`src/rtl/im_loader.sv`:
```
`default_nettype none
// ============================================================================
//  Module      : im_loader
//  Description : Byte-stream program loader for instruction memory. Packs
//                big-endian 32-bit words, writes them to consecutive word
//                addresses, validates a trailing XOR checksum byte and keeps
//                the CPU held while loading.
//  Revision    : 1.0 - initial release
// ============================================================================
module im_loader #(
    parameter int NMEM  = 128,
    parameter int CNT_W = 8
) (
    input  logic             clk,
    input  logic             rst_n,
    input  logic             start,
    input  logic [CNT_W-1:0] load_len,
    input  logic [7:0]       in_data,
    input  logic             in_valid,
    output logic             in_ready,
    output logic             wr_en,
    output logic [31:0]      wr_addr,
    output logic [31:0]      wr_data,
    output logic             cpu_hold,
    output logic             done,
    output logic             err
);

    localparam int               c_IDX_W = $clog2(NMEM);
    localparam logic [CNT_W-1:0] c_NMEM  = CNT_W'(NMEM);

    typedef enum logic [1:0] {
        S_IDLE  = 2'd0,
        S_RECV  = 2'd1,
        S_WRITE = 2'd2,
        S_CHECK = 2'd3
    } state_t;

    state_t           r_state;
    state_t           w_state_nxt;
    logic [CNT_W-1:0] r_len;
    logic [CNT_W-1:0] r_idx;
    logic [CNT_W-1:0] w_idx_inc;
    logic [1:0]       r_bcnt;
    logic [23:0]      r_shift;
    logic [7:0]       r_cks;
    logic             r_wr_en;
    logic [31:0]      r_wr_addr;
    logic [31:0]      r_wr_data;
    logic             r_hold;
    logic             r_done;
    logic             r_err;
    logic             w_ready;
    logic             w_xfer;

    always_ff @(posedge clk or negedge rst_n) begin
        if (!rst_n) r_state <= S_IDLE;
        else        r_state <= w_state_nxt;
    end

    always_comb begin
        w_state_nxt = r_state;
        w_ready     = 1'b0;
        w_idx_inc   = r_idx + CNT_W'(1);
        case (r_state)
            S_IDLE: begin
                if (start && (load_len != '0) && (load_len <= c_NMEM))
                    w_state_nxt = S_RECV;
            end
            S_RECV: begin
                w_ready = 1'b1;
                if (in_valid && (r_bcnt == 2'd3))
                    w_state_nxt = S_WRITE;
            end
            S_WRITE: begin
                w_state_nxt = (w_idx_inc == r_len) ? S_CHECK : S_RECV;
            end
            S_CHECK: begin
                w_ready = 1'b1;
                if (in_valid)
                    w_state_nxt = S_IDLE;
            end
            default: w_state_nxt = S_IDLE;
        endcase
    end

    assign w_xfer = in_valid && w_ready;

    always_ff @(posedge clk or negedge rst_n) begin
        if (!rst_n) begin
            r_len     <= '0;
            r_idx     <= '0;
            r_bcnt    <= '0;
            r_shift   <= '0;
            r_cks     <= '0;
            r_wr_en   <= 1'b0;
            r_wr_addr <= '0;
            r_wr_data <= '0;
            r_hold    <= 1'b0;
            r_done    <= 1'b0;
            r_err     <= 1'b0;
        end else begin
            r_wr_en <= 1'b0;
            case (r_state)
                S_IDLE: begin
                    if (start) begin
                        r_done <= 1'b0;
                        r_err  <= 1'b0;
                        r_len  <= load_len;
                        if (load_len == '0) begin
                            r_done <= 1'b1;
                        end else if (load_len > c_NMEM) begin
                            r_err  <= 1'b1;
                            r_done <= 1'b1;
                        end else begin
                            r_hold <= 1'b1;
                            r_cks  <= '0;
                            r_idx  <= '0;
                            r_bcnt <= '0;
                        end
                    end
                end
                S_RECV: begin
                    if (w_xfer) begin
                        r_shift <= {r_shift[15:0], in_data};
                        r_cks   <= r_cks ^ in_data;
                        r_bcnt  <= r_bcnt + 2'd1;
                        // Fourth byte: launch the write so it is visible during WRITE.
                        if (r_bcnt == 2'd3) begin
                            r_wr_en   <= 1'b1;
                            r_wr_addr <= {{(30-c_IDX_W){1'b0}}, r_idx[c_IDX_W-1:0], 2'b00};
                            r_wr_data <= {r_shift, in_data};
                        end
                    end
                end
                S_WRITE: begin
                    // Index stops at the last written word so it stays below NMEM.
                    if (w_idx_inc != r_len)
                        r_idx <= w_idx_inc;
                end
                S_CHECK: begin
                    if (w_xfer) begin
                        r_err  <= (in_data != r_cks);
                        r_done <= 1'b1;
                        r_hold <= 1'b0;
                    end
                end
                default: ;
            endcase
        end
    end

    assign in_ready = w_ready;
    assign wr_en    = r_wr_en;
    assign wr_addr  = r_wr_addr;
    assign wr_data  = r_wr_data;
    assign cpu_hold = r_hold;
    assign done     = r_done;
    assign err      = r_err;

endmodule
`default_nettype wire
```
`config.mk`:
```
export PLATFORM = sky130hd
export DESIGN_NAME = im_loader
export DESIGN_NICKNAME = d
export VERILOG_FILES = /design/src/rtl/im_loader.sv
export SDC_FILE = /design/constraint.sdc
export NUM_CORES = 1
export LEC_CHECK = 0
export ABC_AREA = 1
export BUFFER_PORTS_ARGS = -buffer_cell sky130_fd_sc_hd__buf_2
export CAP_MARGIN = 40
export CORE_MARGIN = 2
export CORE_UTILIZATION = 30
export DETAILED_ROUTE_END_ITERATION = 8
export SLEW_MARGIN = 20
export SYNTH_ARGS = -nofsm -noshare
export SYNTH_HDL_FRONTEND = slang
export SYNTH_SLANG_ARGS = --single-unit
```
`constraint.sdc`:
```
create_clock -name clk -period 3.5 [get_ports clk]
set_input_delay 0.35 -clock clk [delete_from_list [all_inputs] [get_ports clk]]
set_output_delay 0.35 -clock clk [all_outputs]
set_load 0.05 [all_outputs]
```
# Word level (Yosys, flattened, before mapping)
# Cells that the tools add are included.
[op_classes] div_mod_pow=0 n_eq_ne=16 n_lt_le_gt_ge=2 mux=35 n_shift=0 reduce_logical=19 bitwise=1 n_mul=0 n_addsub=2
[ops] cell="8-bit two-way mux" count=5
[ops] cell="8-bit one-hot mux with 2 select lines" count=2
[ops] cell="2-bit inequality test, second input constant" count=9
[ops] cell="2-bit two-way mux" count=8
[ops] cell="8-bit inequality test" count=2
[ops] cell="1-bit two-way mux" count=15
[ops] cell="5-bit AND reduction" count=3
[ops] cell="3-bit AND reduction" count=3
[ops] cell="8-bit by 1-bit adder with 8-bit output, second input constant" count=1
[ops] cell="8-bit equality test" count=1
[ops] cell="8-bit > comparator, second input constant" count=1
[ops] cell="8-bit less-or-equal comparator, second input constant" count=1
[ops] cell="8-bit logical NOT" count=1
[ops] cell="2-bit one-hot mux with 4 select lines" count=1
[ops] cell="8-bit nonzero test" count=1
[ops] cell="8-bit bitwise XOR" count=1
[ops] cell="2-bit equality test, second input constant" count=3
[ops] cell="1-bit one-hot mux with 2 select lines" count=3
[ops] cell="2-bit nonzero test" count=3
[ops] cell="1-bit logical AND" count=4
[ops] cell="2-bit one-hot mux with 2 select lines" count=1
[ops] cell="2-bit AND reduction" count=2
[ops] cell="2-bit by 1-bit adder with 2-bit output, second input constant" count=1
[ops] cell="2-bit by 1-bit equality test with 1-bit output, second input constant" count=1
[ops] cell="2 further kinds" count=2
[totals] inputBits=20 word_cells=87 latchBits=0 ram_bits=0 mem_bits_ro=0 n_memories=0 register_bits=95 output_inout_bits=69

# Depth between registers and ports, before layout
[depth] word_depth=6 ltp_mapped=13 ltp_nobuf=13

# Worst setup path before layout
# Ideal clock, no wire load.
[synth_timing] kind="register -> register" start="register r_idx[0]" end="register r_idx[0]" arrival_ps=1497 n_path_buf=0 period_less_slack_ps=1614 setup_time_ps=117 required_ps=3383 path_stages_with_launch=12 path_slack_ps=1886 cell_sequence="dfrtp_1 -> ha_1 -> nand2_1 -> nor2_1 -> nand3_1 -> and2_1 -> nor2_1 -> nor2_2 -> nand3_4 -> nand2_4 -> nand2_1 -> nand2_1"
[synth_between] elab_chain_len=4 elab_cells_between_ends=6 cone_classes="1 x add/sub; 2 x eq/ne; 2 x mux; 1 x reduce/logical"
[synth_lines] element="start: declaration" line_no="42" text="logic [CNT_W-1:0] r_idx;"
[synth_lines] element="start signal: assignment" line_no="139" text="r_idx <= w_idx_inc;"
[synth_lines] element="8-bit by 1-bit adder with 8-bit output *" line_no="64" text="w_idx_inc = r_idx + CNT_W'(1);"
[synth_lines] element="8-bit inequality test" line_no="138" text="if (w_idx_inc != r_len)"
[synth_lines] element="2-bit inequality test (no line)"
[synth_lines] element="5-bit AND reduction (no line)"
# Every way passes the cells marked *; elsewhere a longest branch is shown, timed or not. The select of a mux whose other input is x is not followed.
# A chain may end at the register's enable or synchronous reset.

# Worst setup path after layout
[layout_timing] start="register r_state[0]" end="register r_cks[2]"
[layout_between] elab_chain_len=6 elab_cells_between_ends=13 cone_classes="6 x eq/ne; 2 x mux; 5 x reduce/logical"
[layout_lines] element="start: declaration" line_no="39" text="state_t r_state;"
[layout_lines] element="start signal: assignment" line_no="58" text="else r_state <= w_state_nxt;"
[layout_lines] element="2-bit equality test / 2-bit by 1-bit equality test with 1-bit output (equally long branches)" line_no="65, 104"
[layout_lines] element="2-bit OR reduction (no line)"
[layout_lines] element="1-bit two-way mux" line_no="65" text="case (r_state)"
[layout_lines] element="1-bit logical AND" line_no="87" text="assign w_xfer = in_valid && w_ready;"
[layout_lines] element="2-bit inequality test (no line)"
[layout_lines] element="5-bit AND reduction (no line)"
[layout_lines] element="end signal: assignment" line_no="126" text="r_cks <= r_cks ^ in_data;"
[layout_lines] element="end: declaration" line_no="46" text="logic [7:0] r_cks;"
# Parallel ways exist; a longest one is shown, timed or not.

==> results.md <==
- CTS root buf: clkbuf_16
- Dpl hpwl: 6680 microns
- GRT overflow: 0
- Multi-input gate area: 1560 sq um
- Antenna cells: 0
- Row Count: 43
- Mapped cell area: 4320 sq um
- Clock transition at path regs: 70 ps
- RSZ-0062 raised after global routing: false
- Worst setup slack after layout: 1480 ps
- Nets: 593
- Worst hold path class: primary input to flip-flop
- Die Area: 15400 sq um
- Initial detailed-routing violation count: 179
- Final Hold Viols: 0
- Sink Count: 95
- Largest net degree at the start of global routing: 58
- Detailed Routing Iterations Pass 1: 6
- Crit path launch: r_state[0]
- CP most frequent cell: o21ai_0
- Final Wtd Congestion: 0.809
- Critical path arrival: 2290 ps
- CTS tree: built
- Synth cell types: 32
- # DRC: 0
- First-pass GRT wire length: 14800 microns
- H-tree lvl count: 3
- Worst slew pin tran: 712 ps
- Mapped Cells: 509
- Total CTS buffers: 9
- Routed via count: 3250
- Storage cell area: 2380 sq um
- Max-slew violations: 0
- Max cap viols: 0
- # fillers: 1459
- Slowest cell on the critical path: dfrtp_1
- Final Critical Period: 2020 ps
- Width of the die: 124 microns
- Leak pwr: 2.64 nW
- Synth Warn #: 0
- Max Fclk: 494 MHz
- Die height: 124 microns
- Total GRT Usage: 0.126
- Worst vdd ir: 256 uV
- Util after Layout: 0.361
- Hold Crit Start: load_len[1]
- Setup TNS Final: 0 ps
- Fraction of layout cells with a size suffix above 1: 0.165
- Final Cycle Share: 0.578
- Initial Utilization: 0.309
- CP cell instances: inv_2 -> nor2_2 -> nand2_2 -> buf_4 -> o21ai_0 -> o21ai_1 -> nand2_1 -> o21ai_0
- Final setup fails: 0
- Initial antenna violation count: 0
- Power Density: 889 nW/um^2
- Synth-to-layout area growth: 16.8%
- Core area: 14000 sq um
- Max FO, Critical Path: 57
- Crit start category: flip-flop
- Critical path type: flip-flop to flip-flop
- Clock Skew: 7.14 ps
- Register area share after synthesis: 0.550
- Per-cell routed wire length: 12.1 microns
- Rel. slew slack: 0.522
- Remaining antenna violation count after routing: 0
- Synth Area per Inst: 8.49 sq um
- Post-placement setup slack: 1450 ps
- CTS Buffer Depth: 2
- Vias in the first global route: 3003
- Total Wirelength: 9110 microns
- Reg-to-Reg Start: r_state[0]
- I/O Buffers: 63
- Status: finished, final reports clean
- #FFs+latches synth: 95
- Required @ worst endpoint: 3770 ps
- CP Capture Type: flip-flop
- Largest stage delay on the critical path: 460 ps
- Vias per cell: 4.30
- Worst-Skew Late Latency: 350 ps
- I/O Pins: 89
## path summary, 6_finish.rpt
kind / endpoint / slack (ps) / cells after the start
min in group asynchronous: wr_data[18] / 520 / 2
max: r_cks[2] / 1480 / 8
max in group asynchronous: r_len[5] / 2270 / 3
max reg2reg: r_cks[2] / 1480 / 8
min: r_len[1] / 230 / 3
min reg2reg: wr_addr[3] / 470 / 2
## where the power goes
group	switching, mW	leakage [nW]	internal [mW]
Combinational	1.32	1.25	0.448
Sequential	0.254	1.25	1.50
Clock	0.414	0.136	0.554
## synthesized netlist by cell type
library cell / number / share of area
nand2_2: 2 / 0.0029
ha_1: 2 / 0.0058
a21oi_4: 1 / 0.0038
o21bai_1: 1 / 0.0017
conb_1: 1 / 0.00087
clkbuf_1: 9 / 0.0078
nand3_1: 22 / 0.025
o22ai_1: 1 / 0.0014
nor2_1: 25 / 0.022
nand3b_1: 2 / 0.0035
buf_6: 1 / 0.0026
xnor2_1: 6 / 0.012
buf_2: 6 / 0.0070
nor3_1: 1 / 0.0012
inv_1: 55 / 0.048
inv_2: 2 / 0.0017
a21oi_1: 3 / 0.0035
o21ai_1: 17 / 0.020
nand2_4: 2 / 0.0052
nand4_1: 1 / 0.0014
nand2_1: 160 / 0.14
nand3_4: 1 / 0.0041
or2_2: 1 / 0.0014
and2_1: 1 / 0.0014
buf_4: 25 / 0.043
dfrtp_1: 95 / 0.55
a21o_1: 1 / 0.0017
o21ai_0: 57 / 0.066
xor2_1: 2 / 0.0041
nor2_4: 2 / 0.0052
a21boi_1: 1 / 0.0017
nor2_2: 3 / 0.0043
## logic make-up after synthesis
| kind of cell | synth area share |
|---|---|
| AOI/OAI and AO/OA | 0.0996 |
| xor gates and xnor gates | 0.0162 |
| adders and majority gates | 0.00579 |
| buffers and inverters | 0.110 |
| DFF | 0.550 |
| other | 0.000868 |
| and+or+nand+nor | 0.217 |
## repair_timing
item / 4_1_cts / 5_1_grt
hold buffers: 1 / 0
resized for setup: 0 / 0
setup buffers: 0 / 0
hold endpoints to repair: 32 / 0
## layout by cell type, fill, tap and decap left out, types with 9 or more instances in the layout
cell / netlist / final
nor2_1: 25 / 25
o21ai_0: 57 / 57
dfrtp_1: 95 / 95
nand3_1: 22 / 22
inv_1: 55 / 55
buf_2: 6 / 62
clkbuf_16: 0 / 9
o21ai_1: 17 / 17
nand2_1: 160 / 160
conb_1: 1 / 25
## routing by layer
layer	wire length, microns	vias up	GRT usage
met2	3890	83	0.183
met5	0	-	0
li1	-	1662	-
met4	279	0	0.0667
met1	4510	1490	0.177
met3	431	15	0.0252
## cell type report
type | count | area share
Timing Repair Buffer | 68 | 0.0759
Tap cell | 180 | 0.0446
Multi-Input combinational cell | 340 | 0.308
Inverter | 57 | 0.0424
Clock buffer | 11 | 0.0461
Clock inverter | 5 | 0.0117
Sequential cell | 95 | 0.471
## worst max-delay path: cells and delay by family (launching register included)
family          cells  cell delay [ps]
flops               1              460
buf+inv             2              550
compound gates      3              680
simple gates        3              250
## state kept, by name, indices dropped and copies added, names as in the netlist
name / cells
cpu_hold: 1
done: 1
err: 1
r_bcnt: 2
r_cks: 8
r_idx: 8
r_len: 8
r_shift: 24
r_state: 2
wr_addr: 7
wr_data: 32
wr_en: 1
## stage by stage
step                power [mW]  area, sq um  instances  hold slack, ps
floorplan                 3.12         4410        533            54.4
global placement          3.50         4710        737             451
detailed placement        3.56         4750        739             329
CTS                       4.54         5050        756             225
global route              4.81         5050        756             252
finish                    4.49         5050        756             235
Power figures use the tool's default switching activity.
